## src/rtl/score_glyph_renderer.sv

```systemverilog
// score_glyph_renderer: 2-stage 10x10 seven-segment digit pixel renderer with optional score flash.
// Define SCORE_FLASH_EN to build the score-event flash FSM; otherwise glyphs are always drawn in FG_COLOR.
module score_glyph_renderer #(
    parameter logic [11:0] FG_COLOR     = 12'hFFF,
    parameter logic [11:0] FLASH_COLOR  = 12'hFF0,
    parameter int          FLASH_FRAMES = 8,
    parameter int          FLASH_PHASES = 6
) (
    input  logic        clock_25,
    input  logic        reset,
    input  logic        sync_reset,
    input  logic        en_score,
    input  logic [3:0]  selected_score_number,
    input  logic [7:0]  score_count,
    input  logic [6:0]  score,
    input  logic        frame_start,
    output logic        pixel_valid,
    output logic        pixel_on,
    output logic [11:0] pixel_rgb
);
    logic       en1;
    logic [3:0] num1;
    logic [4:0] row1;
    logic [3:0] col1;
    logic [6:0] segs;
    logic       horiz, upper, lower, glyph, lit;
    logic       flash_on, flash_off;

    always_ff @(posedge clock_25 or posedge reset) begin
        if (reset) begin
            en1  <= 1'b0;
            num1 <= '0;
            row1 <= '0;
            col1 <= '0;
            pixel_valid <= 1'b0;
            pixel_on    <= 1'b0;
            pixel_rgb   <= '0;
        end else if (sync_reset) begin
            en1  <= 1'b0;
            num1 <= '0;
            row1 <= '0;
            col1 <= '0;
            pixel_valid <= 1'b0;
            pixel_on    <= 1'b0;
            pixel_rgb   <= '0;
        end else begin
            en1  <= en_score;
            num1 <= selected_score_number;
            row1 <= 5'(score_count / 8'd10);
            col1 <= 4'(score_count % 8'd10);
            pixel_valid <= en1;
            pixel_on    <= lit;
            pixel_rgb   <= lit ? (flash_on ? FLASH_COLOR : FG_COLOR) : 12'h000;
        end
    end

    // Segment bits are {g,f,e,d,c,b,a}; out-of-range digits light nothing.
    always_comb begin
        segs = 7'h00;
        case (num1)
            4'd0: segs = 7'h3F;
            4'd1: segs = 7'h06;
            4'd2: segs = 7'h5B;
            4'd3: segs = 7'h4F;
            4'd4: segs = 7'h66;
            4'd5: segs = 7'h6D;
            4'd6: segs = 7'h7D;
            4'd7: segs = 7'h07;
            4'd8: segs = 7'h7F;
            4'd9: segs = 7'h6F;
            default: segs = 7'h00;
        endcase
    end

    // Rows past 9 (addresses above 99) fall outside every stroke.
    assign horiz = (col1 >= 4'd1) && (col1 <= 4'd8);
    assign upper = (row1 >= 5'd1) && (row1 <= 5'd3);
    assign lower = (row1 >= 5'd5) && (row1 <= 5'd8);
    assign glyph = (segs[0] && row1 == 5'd0 && horiz)
                 | (segs[6] && row1 == 5'd4 && horiz)
                 | (segs[3] && row1 == 5'd9 && horiz)
                 | (segs[1] && col1 == 4'd9 && upper)
                 | (segs[2] && col1 == 4'd9 && lower)
                 | (segs[4] && col1 == 4'd0 && lower)
                 | (segs[5] && col1 == 4'd0 && upper);
    assign lit = glyph && en1 && !flash_off;

`ifdef SCORE_FLASH_EN
    typedef enum logic [1:0] {IDLE, FLASH_ON, FLASH_OFF} state_t;
    state_t     state;
    logic [7:0] frame_cnt;
    logic [3:0] phase_cnt;
    logic [6:0] score_prev;

    always_ff @(posedge clock_25 or posedge reset) begin
        if (reset) begin
            state      <= IDLE;
            frame_cnt  <= '0;
            phase_cnt  <= '0;
            score_prev <= '0;
        end else if (sync_reset) begin
            state      <= IDLE;
            frame_cnt  <= '0;
            phase_cnt  <= '0;
            score_prev <= '0;
        end else begin
            score_prev <= score;
            if (score > score_prev) begin
                state     <= FLASH_ON;
                frame_cnt <= '0;
                phase_cnt <= '0;
            end else if (frame_start && state != IDLE) begin
                if (frame_cnt == 8'(FLASH_FRAMES - 1)) begin
                    frame_cnt <= '0;
                    phase_cnt <= phase_cnt + 4'd1;
                    state     <= (phase_cnt == 4'(FLASH_PHASES - 1)) ? IDLE :
                                 (state == FLASH_ON) ? FLASH_OFF : FLASH_ON;
                end else begin
                    frame_cnt <= frame_cnt + 8'd1;
                end
            end
        end
    end

    assign flash_on  = (state == FLASH_ON);
    assign flash_off = (state == FLASH_OFF);
`else
    logic unused_flash;
    assign unused_flash = ^{score, frame_start};
    assign flash_on  = 1'b0;
    assign flash_off = 1'b0;
`endif
endmodule

```

## config.mk

```make
export PLATFORM = sky130hd
export DESIGN_NAME = score_glyph_renderer
export DESIGN_NICKNAME = d
export VERILOG_FILES = /design/src/rtl/score_glyph_renderer.sv
export SDC_FILE = /design/constraint.sdc
export NUM_CORES = 1
export LEC_CHECK = 0
export CAP_MARGIN = 20
export CELL_PAD_IN_SITES_DETAIL_PLACEMENT = 1
export CELL_PAD_IN_SITES_GLOBAL_PLACEMENT = 2
export CORE_MARGIN = 2
export CORE_UTILIZATION = 27
export DETAILED_ROUTE_END_ITERATION = 10
export GPL_TIMING_DRIVEN = 1
export PLACE_DENSITY_LB_ADDON = 0.1
export SYNTH_ARGS = -nofsm -noshare
export SYNTH_HDL_FRONTEND = slang
export SYNTH_SLANG_ARGS = --single-unit
```

## constraint.sdc

```tcl
create_clock -name clock_25 -period 1.5 [get_ports clock_25]
set_input_delay 0.3 -clock clock_25 [delete_from_list [all_inputs] [get_ports clock_25]]
set_output_delay 0.3 -clock clock_25 [all_outputs]
set_load 0.005 [all_outputs]
```

# ---- Word-level counts from Yosys, hierarchy flattened
# Memory sizes are Yosys's and may differ from the RTL's.
# Index checks and enable logic that the tools add are counted.
dict set report op_classes {
  eq_ne 3
  n_lt_le_gt_ge 6
  mux 8
  reduce_logical 20
  n_div 2
  bitwise 6
}
# op n
set op_table {}
lappend op_table {{$mux 12} 2}
lappend op_table {{$logic_and 1x1->1} 18}
lappend op_table {{$div 8x4->8 const B} 1}
lappend op_table {{$mod 8x4->8 const B} 1}
lappend op_table {{$mux 4} 2}
lappend op_table {{$or 1x1->1} 6}
lappend op_table {{$eq 5x3->1 const B} 1}
lappend op_table {{$eq 5x4->1 const B} 1}
lappend op_table {{$ge 5x1->1 const B} 1}
lappend op_table {{$ge 5x3->1 const B} 1}
lappend op_table {{$le 5x2->1 const B} 1}
lappend op_table {{$le 5x4->1 const B} 1}
lappend op_table {{$logic_not 5->1} 1}
lappend op_table {{$mux 5} 1}
lappend op_table {{$eq 4x4->1 const B} 1}
lappend op_table {{$ge 4x1->1 const B} 1}
lappend op_table {{$le 4x4->1 const B} 1}
lappend op_table {{$logic_not 4->1} 1}
lappend op_table {{$mux 1} 3}
dict set report word_totals {
  elab_cells 53
  romBits 112
  register_bits 28
  memories 1
}
# memory words width rd rd_clocked_by_memory_dff wr line
set memory_table {}
lappend memory_table {{(no name shown)} 16 7 1 0 0 60} ;# case (num1)

# ---- Depth between registers and ports, before layout
dict set report logic_depth {
  depth_word 12
  ltp_mapped 11
}

# ---- Worst setup path before layout
# No wires, ideal clock.
dict set report synth_timing {
  path_type {input-to-reg}
  start {input score_count[6]}
  end {register col1[3]}
  arrival_time_ps 2407
  slack_ps -1032
  stages 10
  cell_sequence {buf_4 mux2_1 o22ai_1 o31a_1 mux2_2 a211oi_1 ha_1 o21bai_1 nor4_1 mux2_2}
}
dict set report synth_between {
  elab_chain_cells 2
}
# item line
set synth_rtl {}
lappend synth_rtl {{start, declared} 14} ;# input logic [7:0] score_count,
lappend synth_rtl {{$mod 8x4->8} 50} ;# col1 <= 4'(score_count % 8'd10);
lappend synth_rtl {{$mux 4} 38} ;# end else if (sync_reset) begin
lappend synth_rtl {{end signal, assigned} 50}
lappend synth_rtl {{end, declared} 24} ;# logic [3:0] col1;
# No other way between the ends.

# ---- Worst setup path after layout
# Ends and elaborated chain as after synthesis.

==> flow_metrics.env <==
export IMPL_status="finished, violations left"
export IMPL_violations="negative setup slack"
export IMPL_tightestPinTransition_ns=0.3146
export IMPL_layout_drive_gt1_share=0.5038
export IMPL_cts_buffer_depth=2
export IMPL_crit_path_end_kind="flip-flop"
export IMPL_drtIter0Drc=55
export IMPL_wire_per_inst_um=14.76
export IMPL_critPathArrivalTime_ns=2.42
export IMPL_first_pass_iters=4
export IMPL_p_clk_frac=0.234
export IMPL_synthTopCellsByArea="dfrtp_1 (25%), buf_4 (6.6%), ha_1 (5.5%)"
export IMPL_rsz0062_at_grt="true"
export IMPL_finalCritPeriodShare=1.529
export IMPL_grt_usage=0.1588
export IMPL_power_mw=1.617
export IMPL_seqPwrFrac=0.309
export IMPL_crit_path_cell_trace="buf_8 > buf_6 > and2b_2 > o211ai_1 > o31a_1 > mux2_4 > a211oi_4 > ha_4 > o21bai_4 > nor4_2 > mux2_2"
export IMPL_dpl_cell_count=308
export IMPL_p_leak_nw=1.230
export IMPL_r2r_end="pixel_rgb[10]"
export IMPL_async_reset_ff_frac=1.000
export IMPL_maxCapViolations=0
export IMPL_ctsHoldBuffers=0
export IMPL_placed_cell_area_um2=2203
export IMPL_via_per_inst=4.824
export IMPL_io_buffers=29
export IMPL_p_int_mw=1.113
export IMPL_critPathBufInv=2
export IMPL_fin_worst_skew_ns=0.002083
export IMPL_syn_avg_cell_area_um2=8.969
export IMPL_fin_nets=292
export IMPL_required_ns=1.63
export IMPL_mappedNetlistArea_um2=1597
export IMPL_ff2ff_path_depth=8
export IMPL_fin_crit_ns=2.293
export IMPL_ys_warn_count=0
export IMPL_finalInstanceArea_um2=2655
export IMPL_comb_power_share=0.456
export IMPL_worstSetupPathType="primary input to flip-flop"
export IMPL_wl_mm=4.944
export IMPL_area_growth_pct=66.30
export IMPL_cp_slowest_cell="mux2_4"
export IMPL_crit_path_start_kind="primary input"
export IMPL_fin_cells=335
export IMPL_core_area_um2=5816
export IMPL_p_switching_mw=0.5042
export IMPL_synth_seq_cells=16
export IMPL_slew_limit_headroom=0.7893
export IMPL_max_vdd_ir_drop_mv=0.3570
export IMPL_hold_viol_final=0
export IMPL_cts_root_buf="clkbuf_8"
export IMPL_num_vias=1616
export IMPL_grt_pass1_wl_mm=8.169
export IMPL_p_sw_frac=0.3118
export IMPL_synth_most_common_cell="dfrtp_1"
export IMPL_h_tree_depth=1
export IMPL_clk_pin_slew_ns=0.06
export IMPL_die_y_um=80.90
export IMPL_num_antenna_cells=0
export IMPL_start_util=0.2745
export IMPL_clkSinkCount=16
export IMPL_synth_flop_cell="dfrtp_1"
export IMPL_cts_tree="built"
export IMPL_drc_errors=0
export IMPL_synthDominantCellAreaShare=0.2508
export IMPL_dp_hpwl_mm=3.689
export IMPL_rrSetupSlack_ns=-0.15
export IMPL_crit_fanout=5
export IMPL_numCtsBuffers=3
export IMPL_yosys_top_cells_count="dfrtp_1 (16), buf_4 (14), nor2_1 (13), nor2b_1 (12), inv_1 (11)"
export IMPL_clk_latency_ns=0.25
export IMPL_cp_top_family="compound AO/OA/AOI/OAI gates"
export IMPL_grt_max_degree=17
export IMPL_setup_slack_ns=-0.7930
export IMPL_routabilityCongestion=0.8805
export IMPL_yosys_area_top_type="dfrtp_1"
export IMPL_synth_edf_count=0
export IMPL_row_count=28
export IMPL_pin_count=38
export IMPL_antenna_found_initial=0
export IMPL_finalSetupViolCount=6
export IMPL_r2r_start="num1[1]"
export IMPL_hold_class="primary input to async pin"
export IMPL_slowest_delay_ns=0.32
export IMPL_powerDensity_nw_per_um2=608.9
export IMPL_antenna_left=0
export IMPL_yosysSeqAreaShare=0.2508
export IMPL_fmaxAchievable_ghz=0.4361
export IMPL_synthDistinctLibCells=63
export IMPL_synth_cells=178
export IMPL_grt_pass1_vias=1699
export IMPL_die_x_um=80.90
export IMPL_die_area_um2=6544
export IMPL_drv_slew=0
export IMPL_overflow=0
export IMPL_final_core_util=0.4565
export IMPL_synth_nets=209
export IMPL_hold_slack_ns=0.3595
## placed cells by master (no fill, tap or decap), types with 3 or more instances in the layout
cell type and count:
o31ai_4 3, inv_1 7, dlygate4sd2_1 13, nand2_1 8, dfrtp_1 15, nor3_1 5
clkbuf_8 4, nor2_1 12, o21ai_0 4, clkdlybuf4s50_1 11, nor2b_1 11, buf_4 59
a21oi_1 6, nor3b_1 3, ha_1 4, a21oi_2 3, buf_6 12
## final cells by class
| class | instances | area [um^2] |
|---|---|---|
| Tap cell | 75 | 93.84 |
| Clock buffer | 4 | 55.05 |
| Timing Repair Buffer | 100 | 858.3 |
| Inverter | 11 | 46.29 |
| Fill cell | 691 | 3161 |
| Multi-Input combinational cell | 129 | 1200 |
| Sequential cell | 16 | 401.6 |
## flip-flops by register name (all words and copies together), names as in the netlist
signal	flops
en1	1
col1	4
pixel_rgb	1
pixel_valid	1
row1	5
num1	4
## power by group through the flow
stage               clock [mW]  sequential (mW)  combinational [mW]
global placement             0            0.507               0.555
floorplan                    0            0.497               0.349
detailed placement           0            0.509               0.573
CTS                      0.391            0.499               0.673
global route             0.418            0.504               0.805
finish                   0.379            0.500               0.738
## cell families after synthesis
kind of cell    count (synthesis)  synth area share
xor+xnor                        3           0.01646
compound gates                 44            0.2155
flops                          16            0.2508
buf+inv                        33            0.1403
simple gates                   67            0.2586
mux                             8           0.06348
fa+ha+maj                       7           0.05486
## per-layer routing
| metal | vias up | GRT usage | share of wire |
|---|---|---|---|
| met1 | 789 | 0.2037 | 0.45 |
| met3 | 4 | 0.01556 | 0.024 |
| met2 | 25 | 0.2843 | 0.51 |
| met5 | - | 0 | 0 |
| li1 | 798 | - | - |
| met4 | 0 | 0.04068 | 0.0089 |
## worst reg2reg max path, cell delays in order, from the launching register on
cell and delay (ns):
dfrtp_1 0.41, inv_2 0.12, ha_4 0.22, a21oi_2 0.10, o21ai_1 0.08, and4b_1 0.18, a32oi_1 0.14, o21ai_1 0.09
a31o_2 0.21
## through the flow
| stage | worst slack, ns | setup TNS [ns] |
|---|---|---|
| after global placement | -1.412 | -6.804 |
| after floorplan | -0.8717 | -2.663 |
| after global routing | -0.8696 | -3.519 |
| after CTS | -0.8557 | -3.023 |
| final | -0.7930 | -3.049 |
| after detailed placement | -1.506 | -7.134 |
## worst max path at each step
| stage | start | endpoint | depth (start not counted) | slack [ns] |
|---|---|---|---|---|
| floorplan | score_count[6] | col1[2] | 10 | -0.87 |
| global placement | score_count[6] | col1[2] | 11 | -1.41 |
| detailed placement | score_count[6] | col1[3] | 11 | -1.51 |
| CTS | score_count[6] | col1[3] | 11 | -0.86 |
| global route | score_count[6] | col1[3] | 11 | -0.87 |
| finish | score_count[6] | col1[3] | 11 | -0.79 |
## timing repair
action,in CTS,in global routing
setup buffers,13,10
pin swaps,15,14
gates resized for setup,65,22
cloned,1,0
endpoints found under the setup margin,20,6
Power figures use the tool's default switching activity.
